[config.mk]
export PLATFORM = sky130hd
export DESIGN_NAME = abr_masked_mult_sched
export DESIGN_NICKNAME = d
export VERILOG_FILES = /design/src/rtl/abr_masked_mult_sched_pkg.sv /design/src/rtl/abr_masked_N_bit_mult_two_share.sv /design/src/rtl/abr_rr_arb.sv /design/src/rtl/abr_masked_mult_sched.sv
export SDC_FILE = /design/constraint.sdc
export NUM_CORES = 2
export LEC_CHECK = 0
export ABC_AREA = 0
export BUFFER_PORTS_ARGS = -buffer_cell sky130_fd_sc_hd__buf_2
export CAP_MARGIN = 20
export CORE_MARGIN = 2
export CORE_UTILIZATION = 38
export CTS_BUF_LIST = sky130_fd_sc_hd__clkbuf_4 sky130_fd_sc_hd__clkbuf_8
export DETAILED_ROUTE_END_ITERATION = 16
export HOLD_SLACK_MARGIN = 0.03
export PLACE_DENSITY = 0.62
export SLEW_MARGIN = 40
export SYNTH_ARGS = -nofsm -noshare
export SYNTH_HDL_FRONTEND = slang
export SYNTH_SLANG_ARGS = --single-unit
export TNS_END_PERCENT = 20
[constraint.sdc]
create_clock -name clk -period 24.4 [get_ports clk]
set_clock_uncertainty 0.2 [all_clocks]
set_input_delay 1.22 -clock clk [delete_from_list [all_inputs] [get_ports clk]]
set_output_delay 1.22 -clock clk [all_outputs]
set_load 0.1 [all_outputs]
[src/rtl/abr_masked_mult_sched_pkg.sv]
// Shared types and constants for the masked multiplier scheduler.
package abr_masked_mult_sched_pkg;

  localparam int NUM_REQ_DEF = 2;
  localparam int ID_W = $clog2(NUM_REQ_DEF);
  localparam logic [15:0] CNT_MAX = 16'hFFFF;

  typedef struct packed {
    logic            vld;
    logic [ID_W-1:0] id;
  } tag_t;

endpackage

[src/rtl/abr_masked_N_bit_mult_two_share.sv]
// Two-share masked multiplier, one registered stage; the fresh random word
// re-masks the cross products so no share ever holds an unmasked product.
module abr_masked_N_bit_mult_two_share #(
  parameter int WIDTH = 24
) (
  input  logic                   clk,
  input  logic                   rst_n,
  input  logic                   zeroize,
  input  logic [1:0][WIDTH-1:0]  x_i,
  input  logic [1:0][WIDTH-1:0]  y_i,
  input  logic [WIDTH-1:0]       rnd_i,
  output logic [1:0]             z_o [WIDTH-1:0]
);

  logic [1:0][WIDTH-1:0] z_q, z_d;
  logic [WIDTH-1:0] p00, p01, p10, p11;

  always_comb begin
    p00 = x_i[0] * y_i[0];
    p01 = x_i[0] * y_i[1];
    p10 = x_i[1] * y_i[0];
    p11 = x_i[1] * y_i[1];
    z_d[0] = p00 + (p01 + rnd_i);
    z_d[1] = p11 + (p10 - rnd_i);
  end

  always_ff @(posedge clk) begin
    if (!rst_n || zeroize) begin
      z_q <= '0;
    end else begin
      z_q <= z_d;
    end
  end

  // Output is bit-major: z_o[bit][share].
  always_comb begin
    for (int i = 0; i < WIDTH; i++) begin
      for (int s = 0; s < 2; s++) begin
        z_o[i][s] = z_q[s][i];
      end
    end
  end

endmodule

[src/rtl/abr_rr_arb.sv]
// Round-robin one-hot arbiter; the pointer moves past the winner only when
// the grant is actually consumed.
module abr_rr_arb #(
  parameter int NUM_REQ = 2,
  parameter int IDW     = $clog2(NUM_REQ)
) (
  input  logic               clk,
  input  logic               rst_n,
  input  logic               clr,
  input  logic [NUM_REQ-1:0] req,
  input  logic               advance,
  output logic [NUM_REQ-1:0] grant,
  output logic [IDW-1:0]     grant_id
);

  logic [IDW-1:0] ptr_q, ptr_d;
  logic [IDW-1:0] idx;
  logic           found;

  always_comb begin
    grant    = '0;
    grant_id = '0;
    found    = 1'b0;
    idx      = '0;
    for (int off = 0; off < NUM_REQ; off++) begin
      idx = IDW'((int'(ptr_q) + off) % NUM_REQ);
      if (!found && req[idx]) begin
        grant[idx] = 1'b1;
        grant_id   = idx;
        found      = 1'b1;
      end else begin
        found = found;
      end
    end
    if (advance && found) begin
      ptr_d = (grant_id == IDW'(NUM_REQ - 1)) ? '0 : grant_id + IDW'(1);
    end else begin
      ptr_d = ptr_q;
    end
  end

  always_ff @(posedge clk) begin
    if (!rst_n || clr) begin
      ptr_q <= '0;
    end else begin
      ptr_q <= ptr_d;
    end
  end

endmodule

[src/rtl/abr_masked_mult_sched.sv]
// Shares one masked multiplier between NUM_REQ requesters; every issue needs a
// fresh random word and the result is steered back by a tag riding alongside.
module abr_masked_mult_sched
  import abr_masked_mult_sched_pkg::*;
#(
  parameter int WIDTH   = 24,
  parameter int NUM_REQ = NUM_REQ_DEF
) (
  input  logic                              clk,
  input  logic                              rst_n,
  input  logic                              zeroize,
  input  logic [NUM_REQ-1:0]                req_valid_i,
  output logic [NUM_REQ-1:0]                req_ready_o,
  input  logic [NUM_REQ-1:0][1:0][WIDTH-1:0] req_x_i,
  input  logic [NUM_REQ-1:0][1:0][WIDTH-1:0] req_y_i,
  input  logic                              rnd_valid_i,
  input  logic [WIDTH-1:0]                  rnd_i,
  output logic                              rnd_ready_o,
  output logic [NUM_REQ-1:0]                resp_valid_o,
  output logic [1:0][WIDTH-1:0]             resp_z_o,
  output logic                              busy_o,
  output logic [15:0]                       issue_cnt_o
);

  logic                  issue;
  logic [NUM_REQ-1:0]    grant;
  logic [ID_W-1:0]       gnt_id;
  logic [1:0][WIDTH-1:0] mul_x, mul_y;
  logic [WIDTH-1:0]      mul_rnd;
  logic [1:0]            mul_z [WIDTH-1:0];
  tag_t                  tag_q, tag_d;
  logic [15:0]           cnt_q, cnt_d;

  assign issue = rst_n && !zeroize && rnd_valid_i && (|req_valid_i);

  abr_rr_arb #(.NUM_REQ(NUM_REQ), .IDW(ID_W)) u_arb (
    .clk      (clk),
    .rst_n    (rst_n),
    .clr      (zeroize),
    .req      (req_valid_i),
    .advance  (issue),
    .grant    (grant),
    .grant_id (gnt_id)
  );

  // Idle cycles feed zeros so shares of different operations never mix.
  always_comb begin
    if (issue) begin
      mul_x       = req_x_i[gnt_id];
      mul_y       = req_y_i[gnt_id];
      mul_rnd     = rnd_i;
      req_ready_o = grant;
    end else begin
      mul_x       = '0;
      mul_y       = '0;
      mul_rnd     = '0;
      req_ready_o = '0;
    end
    rnd_ready_o = issue;
    tag_d.vld   = issue;
    tag_d.id    = issue ? gnt_id : '0;
    cnt_d       = (issue && (cnt_q != CNT_MAX)) ? cnt_q + 16'd1 : cnt_q;
  end

  abr_masked_N_bit_mult_two_share #(.WIDTH(WIDTH)) u_mult (
    .clk     (clk),
    .rst_n   (rst_n),
    .zeroize (zeroize),
    .x_i     (mul_x),
    .y_i     (mul_y),
    .rnd_i   (mul_rnd),
    .z_o     (mul_z)
  );

  always_ff @(posedge clk) begin
    if (!rst_n || zeroize) begin
      tag_q <= '0;
      cnt_q <= '0;
    end else begin
      tag_q <= tag_d;
      cnt_q <= cnt_d;
    end
  end

  // A zeroize arriving while a result is in flight drops it immediately.
  always_comb begin
    resp_valid_o = '0;
    resp_z_o     = '0;
    if (tag_q.vld && rst_n && !zeroize) begin
      resp_valid_o[tag_q.id] = 1'b1;
      for (int s = 0; s < 2; s++) begin
        for (int i = 0; i < WIDTH; i++) begin
          resp_z_o[s][i] = mul_z[i][s];
        end
      end
    end else begin
      resp_valid_o = '0;
    end
  end

  assign busy_o      = tag_q.vld;
  assign issue_cnt_o = cnt_q;

endmodule

; ---- Yosys cells after proc, flatten, opt, wreduce, memory -nomap -nowiden
; Index checks and enable logic that the tools add are counted.
; Widths: inputs -> output; s select.
[word_totals]
register_bits = 67
in_bits = 222
out_inout_bits = 70
[classes]
n_addsub = 7
n_mul = 4
order_cmp = 7
n_eq_ne = 1
n_mux = 27
n_bitwise = 2
reduce_logical = 17
[ops]
columns = operator, count
row1 = $mux 48, 7
row2 = $mul 24x24->24, 4
row3 = $add 24x24->24, 3
row4 = $mux 24, 1
row5 = $sub 24x24->24, 1
row6 = $add 16x1->16 const B, 1
row7 = $ne 16x16->1 const B, 1
row8 = $mux 1, 12
row9 = $logic_and 1x1->1, 11
row10 = $lt 1x2->1 const B, 4
row11 = $mux 2, 4
row12 = $reduce_or 2->1, 2
row13 = $demux 1 s1, 3
row14 = $ge 1x1->1 const B, 3
row15 = $logic_not 1->1, 3
row16 = $add 1x1->1 const B, 2
row17 = $or 2x2->2, 1
row18 = $logic_or 1x1->1, 1
row19 = $not 1->1, 1

; ---- Longest topological paths before layout
[depth]
word_depth = 12
depth_mapped = 39
ltp_nobuf = 32

; ---- Cells and area by module
; From an unflattened synthesis, not the netlist that was laid out.
[unflattened]
hier_cells = 4739
hier_area_um2 = 41757.5
[by_module_without_submodules]
columns = mod, instances, cells_each, area_per_inst_um2, seq_area_each_um2
row1 = abr_masked_N_bit_mult_two_share, 1, 4321, 38841.0, 960.9
row2 = abr_masked_mult_sched, 1, 410, 2847.7, 360.3
row3 = abr_rr_arb, 1, 8, 68.8, 20.0

; ---- Least setup slack after synthesis
; Ideal clock, no wire load.
[synth_path]
path_type = input to register
start = input port req_valid_i[1]
end = register u_mult.z_q (netlist bit u_mult.z_o[46])
setup_ns = 0.128
arrival_time_ns = 9.753
setup_slack_ns = 14.320
cell_stages = 34
path_cell_list = buf_4 > o211ai_4 > buf_2 > buf_2 > clkbuf_1 > clkbuf_1 > buf_1 > nor2_1 > nand2_1 > fa_1 > fa_1 > inv_1 > fa_1 > inv_1 > fa_1 > inv_1 > fa_1 > inv_1 > fa_1 > inv_1 > fa_1 > fa_1 > inv_1 > fa_1 > xnor2_1 > xnor2_1 > xnor2_1 > xnor2_1 > xnor2_1 > xnor3_1 > xnor3_1 > xnor3_1 > xnor2_1 > nor2_1
[synth_via]
elab_chain_cells = 12
elab_cells_between_ends = 22
classes_between = 2 x add/sub / 2 x mul / 14 x mux / 4 x reduce/logical
[synth_rtl]
columns = item, line
row1 = start: declaration, abr_masked_mult_sched.sv:12  ; input logic [NUM_REQ-1:0] req_valid_i,
row2 = $mux 1 (not written as such) (2 in a row), abr_rr_arb.sv:27  ; if (!found && req[idx]) begin
row3 = $mux 1, abr_rr_arb.sv:27
row4 = $logic_not 1->1, abr_rr_arb.sv:27
row5 = $logic_and 1x1->1, abr_rr_arb.sv:27
row6 = $mux 1, abr_rr_arb.sv:27
row7 = "$mux 48, on equally long branches (2 in a row)", "abr_masked_mult_sched.sv:49, abr_masked_mult_sched.sv:50"
row8 = $mux 48, abr_masked_mult_sched.sv:48  ; if (issue) begin
row9 = $mul 24x24->24, abr_masked_N_bit_mult_two_share.sv:20  ; p01 = x_i[0] * y_i[1];
row10 = $add 24x24->24, abr_masked_N_bit_mult_two_share.sv:23  ; z_d[0] = p00 + (p01 + rnd_i);
row11 = $add 24x24->24 *, abr_masked_N_bit_mult_two_share.sv:23
row12 = end signal: assignment, abr_masked_N_bit_mult_two_share.sv:31  ; z_q <= z_d;
row13 = end: declaration, abr_masked_N_bit_mult_two_share.sv:15  ; logic [1:0][WIDTH-1:0] z_q, z_d;
; Mark *: on every way between the ends. The rest lies on a longest branch, timed or not. The select of a mux whose other input is x is not followed.
; A chain may end at the register's enable or synchronous reset.

; ---- Worst setup path after layout
[layout_path]
start = input port req_valid_i[1]
end = register u_mult.z_q (netlist bit u_mult.z_o[47])
[layout_via]
elab_chain_cells = 12
elab_cells_between_ends = 22
classes_between = 2 x add/sub / 2 x mul / 14 x mux / 4 x reduce/logical
[layout_rtl]
columns = item, line
row1 = $mux 1 (not written as such) (2 in a row), abr_rr_arb.sv:27
row2 = $mux 1, abr_rr_arb.sv:27
row3 = $logic_not 1->1, abr_rr_arb.sv:27
row4 = $logic_and 1x1->1, abr_rr_arb.sv:27
row5 = $mux 1, abr_rr_arb.sv:27
row6 = "$mux 48, on equally long branches (2 in a row)", "abr_masked_mult_sched.sv:49, abr_masked_mult_sched.sv:50"
row7 = $mux 48, abr_masked_mult_sched.sv:48
row8 = $mul 24x24->24, abr_masked_N_bit_mult_two_share.sv:21  ; p10 = x_i[1] * y_i[0];
row9 = $sub 24x24->24, abr_masked_N_bit_mult_two_share.sv:24  ; z_d[1] = p11 + (p10 - rnd_i);
row10 = $add 24x24->24 *, abr_masked_N_bit_mult_two_share.sv:24
; Marks and branches as above.

==> impl_results.md <==
- Sequential area share after synthesis: 3.21%
- CP delay by family, top: adder cells
- Clk pwr share: roughly 6.4%
- Critical-path top delay cell: nand2_1
- Max Used Layer: met5
- Num rows: between 100 and 150
- Total power per unit cell area: roughly 36 nW/um2
- Most used cell, CP: fa_1
- Synth Flop Type: dfxtp_1
- Post-DP HPWL: 155000 um
- DRT antenna net count: 0
- Gate power share: between 80% and 90%
- Via count: 36006
- Setup tns final: 0 ns
- Clk buf depth: 2
- Count of pins over their slew limit: 0
- Total wire length: approximately 190000 um
- Mapped Area: 41700 um2
- Post-Synth Adder-Cell Area: 56.7%
- PostCTS Resize Cnt: 0
- CP Buf/Inv Count: 6
- Nets: 6731
- Root buf cell: clkbuf_8
- Design Power: roughly 1.6 mW
- Max IR drop VDD: approximately 0.075 mV
- Synthesized-area fraction occupied by and/or/nand/nor cells: between 10% and 20%
- Critical path startpoint category: input pin
- Gr usage total: between 30 and 40%
- Worst hold path class: flip-flop to flip-flop
- Die X: about 340 um
- Worst Tran Pin Value: 1.05 ns
- Largest family of logic cells by synthesized area: adder cells
- Share of power burned in registers: 8.2%
- Number of global-route vias before repair: around 38000
- Maxcap violations: 0
- Min Clock Period, post-route: between 10 and 15 ns
- Initial antenna violation count: 32
- Num CTS Buffers: 9
- Drt drc: 0
- Synth warn: 0
- Mapped Cells: 4974
- Met1 WL: approximately 71000 um
- Final hold vios: 0
- Crit end category: flip-flop
- Switching part of the total: 56.6%
- Clock Sinks: 67
- Worst slew margin relative to its limit: between 20% and 30%
- Unique masters post-synth: 70
- Wire length per cell: around 28 um
- Power Internal: a little over 0.7 mW
- Setup violators final: 0
- Full die area: approximately 110000 um2
- TritonCTS clock tree: yes
- GPL Wtd Cong: between 1 and 1.5
- Crit share post-route: 47.5%
- Core Area: ~110000 um2
- Synthesized area per cell: between 8 and 9 um2
- RSZ-0062 raised after global routing: false
- Xor and xnor fraction of the mapped netlist area: 5.92%
- Worst skew pair latency: around 0.45 ns
- CTS Hold Buffers Added: 0
- DRT iter0 DRCs: 3677
- Routed vias/inst: between 5 and 6
- Switch Pwr: 0.922 mW
- Critical path class: input pin to flip-flop
- Max frequency: ~0.086 GHz
- Post-synthesis mux area share: around 1.9%
- Critical-path maximum fanout: 49
- Critical path arrival: between 10 and 15 ns
- Metal3 WL: between 20000 and 25000 um
- Die Y: between 300 and 400 um
- Global-route wire length before repair: approximately 270000 um
- Clock slew at reported path FFs: about 0.10 ns
- Share of layout cells above drive strength 1: a little under a tenth
- Post-synth EDFFs: 0
- Initial Util: a little under two fifths
- Critical Path RT: approximately 25 ns
- Peak per-stage delay on the critical path: a little over 0.6 ns
- Gr ovfl total: 0
- CTS H-tree lvls: 3
- LEAKAGE: approximately 24 nW
- Largest net degree at the start of global routing: between 100 and 150
- Detailed Routing Iterations Pass 1: 7
- Compound-Gate Fraction of Synth Area: around 2.9%
- Synth Register Bits: 67
- Num ports: slightly below 300
- Setup bufs post-CTS: 0
- Met2 WL: between 70000 and 80000 um
- Synthesized Nets: between 6000 and 7000
- Port Buf Inserts: slightly below 300
- Async S/R FF share, synth: 0%
- P&R area growth vs syn: 8.86%
- WHS: roughly 0.35 ns
- Status: completed
## worst register-to-register path: cells and delay by family, from the launching register on
kind / cells / cell delay, ns
AOI/OAI and AO/OA: 8 / 1.84
DFF: 1 / 0.53
and+or+nand+nor: 8 / 2.86
buffers and inverters: 3 / 0.85
adders and majority gates: 10 / 4.71
## sequential cells by signal (all words and copies together) (netlist names)
| name | count |
|---|---|
| issue_cnt_o | 16 |
| busy_o | 1 |
| u_mult.z_o | 48 |
| u_arb.ptr_q | 1 |
| tag_q | 1 |
## logic make-up (layout without fill, tap and decap cells)
kind of cell    Yosys count  after routing
compound gates          173            173
xor+xnor                249            249
fa+ha+maj              1307           1307
buf+inv                1346           1579
flops                    67             67
mux                      79             79
other cells               0             17
simple gates           1753           1753
## power by group through the flow
stage / combinational [mW] / sequential (mW) / clock [mW]
final: 1.39 / 0.133 / 0.104
after global routing: 1.54 / 0.135 / 0.114
after CTS: 1.38 / 0.134 / 0.113
after detailed placement: 1.37 / 0.136 / 0
after global placement: 1.35 / 0.136 / 0
after floorplan: 0.926 / 0.133 / 0
## path summary, 6_finish.rpt
kind / startpoint / to / slack, ns / cells after the start
max: req_valid_i[1] / u_mult.z_o[47] / 12.80 / 31
min: issue_cnt_o[14] / issue_cnt_o[14] / 0.35 / 2
max reg2reg: u_arb.ptr_q / u_mult.z_o[47] / 13.32 / 29
min reg2reg: issue_cnt_o[14] / issue_cnt_o[14] / 0.35 / 2
## cell usage in the layout, fill, tap and decap left out, types with 31 or more instances in the layout
| cell | count |
|---|---|
| xnor2_1 | 163 |
| nor3_1 | 36 |
| dfxtp_1 | 66 |
| nand2_1 | 873 |
| ha_1 | 334 |
| xor2_1 | 65 |
| inv_1 | 1175 |
| nor2_1 | 630 |
| buf_4 | 89 |
| fa_1 | 973 |
| buf_2 | 291 |
| o21ai_0 | 31 |
| a21oi_1 | 34 |
| nand3_1 | 34 |
| mux2i_1 | 48 |
| and3_1 | 64 |
| and2_1 | 34 |
## per-stage QoR
stage	util, %	worst slack [ns]	instance area (um2)	cells
after floorplan	-	14.32	41700	4974
after global placement	41.4	12.90	45100	6601
after detailed placement	41.5	12.66	45200	6605
after CTS	41.7	13.11	45400	6621
after global routing	41.7	12.61	45400	6622
final	41.7	12.80	45400	6638
## layout make-up
| type | count | area [um2] |
|---|---|---|
| antenna | 17 | 42.5 |
| fill | 11117 | 63400 |
| tap | 1414 | 1770 |
| clock inverter | 6 | 47.5 |
| clock buffer | 10 | 138 |
| inverter | 1177 | 4420 |
| multi-input combinational | 3561 | 35500 |
| sequential | 67 | 1340 |
| timing repair buffer | 386 | 2220 |
## cell usage after synthesis, types with 4 or more instances
cell type,count,area share [%]
inv_1,1175,11
fa_1,973,47
nand2_1,877,7.9
nor2_1,649,5.8
ha_1,334,10
xnor2_1,163,3.4
clkbuf_1,130,1.2
dfxtp_1,67,3.2
xor2_1,65,1.4
and3_1,64,0.96
mux2i_1,64,1.5
nor3_1,36,0.43
a21oi_1,35,0.42
and2_1,34,0.51
nand3_1,34,0.41
o21ai_0,31,0.37
xnor3_1,21,1.1
o21ai_1,18,0.22
buf_2,16,0.19
mux2_2,14,0.38
a21o_1,13,0.23
buf_1,11,0.099
nor2b_1,10,0.15
o21a_1,10,0.18
or3_1,9,0.13
a211oi_1,8,0.14
buf_6,8,0.22
nand2b_1,7,0.10
o21ai_2,7,0.15
nand4_1,6,0.090
a21boi_2,5,0.13
a31oi_1,5,0.075
o211ai_1,5,0.090
or2_2,5,0.075
a221oi_2,4,0.14
buf_4,4,0.072
o21bai_1,4,0.072
## metal layers
| layer | vias to the layer above | global-route usage, % |
|---|---|---|
| li1 | 14949 | - |
| met1 | 17984 | 43.2 |
| met2 | 2423 | 49.8 |
| met3 | 616 | 10.9 |
| met4 | 34 | 21.5 |
| met5 | - | 0 |
(Power assumes the default switching activity.)
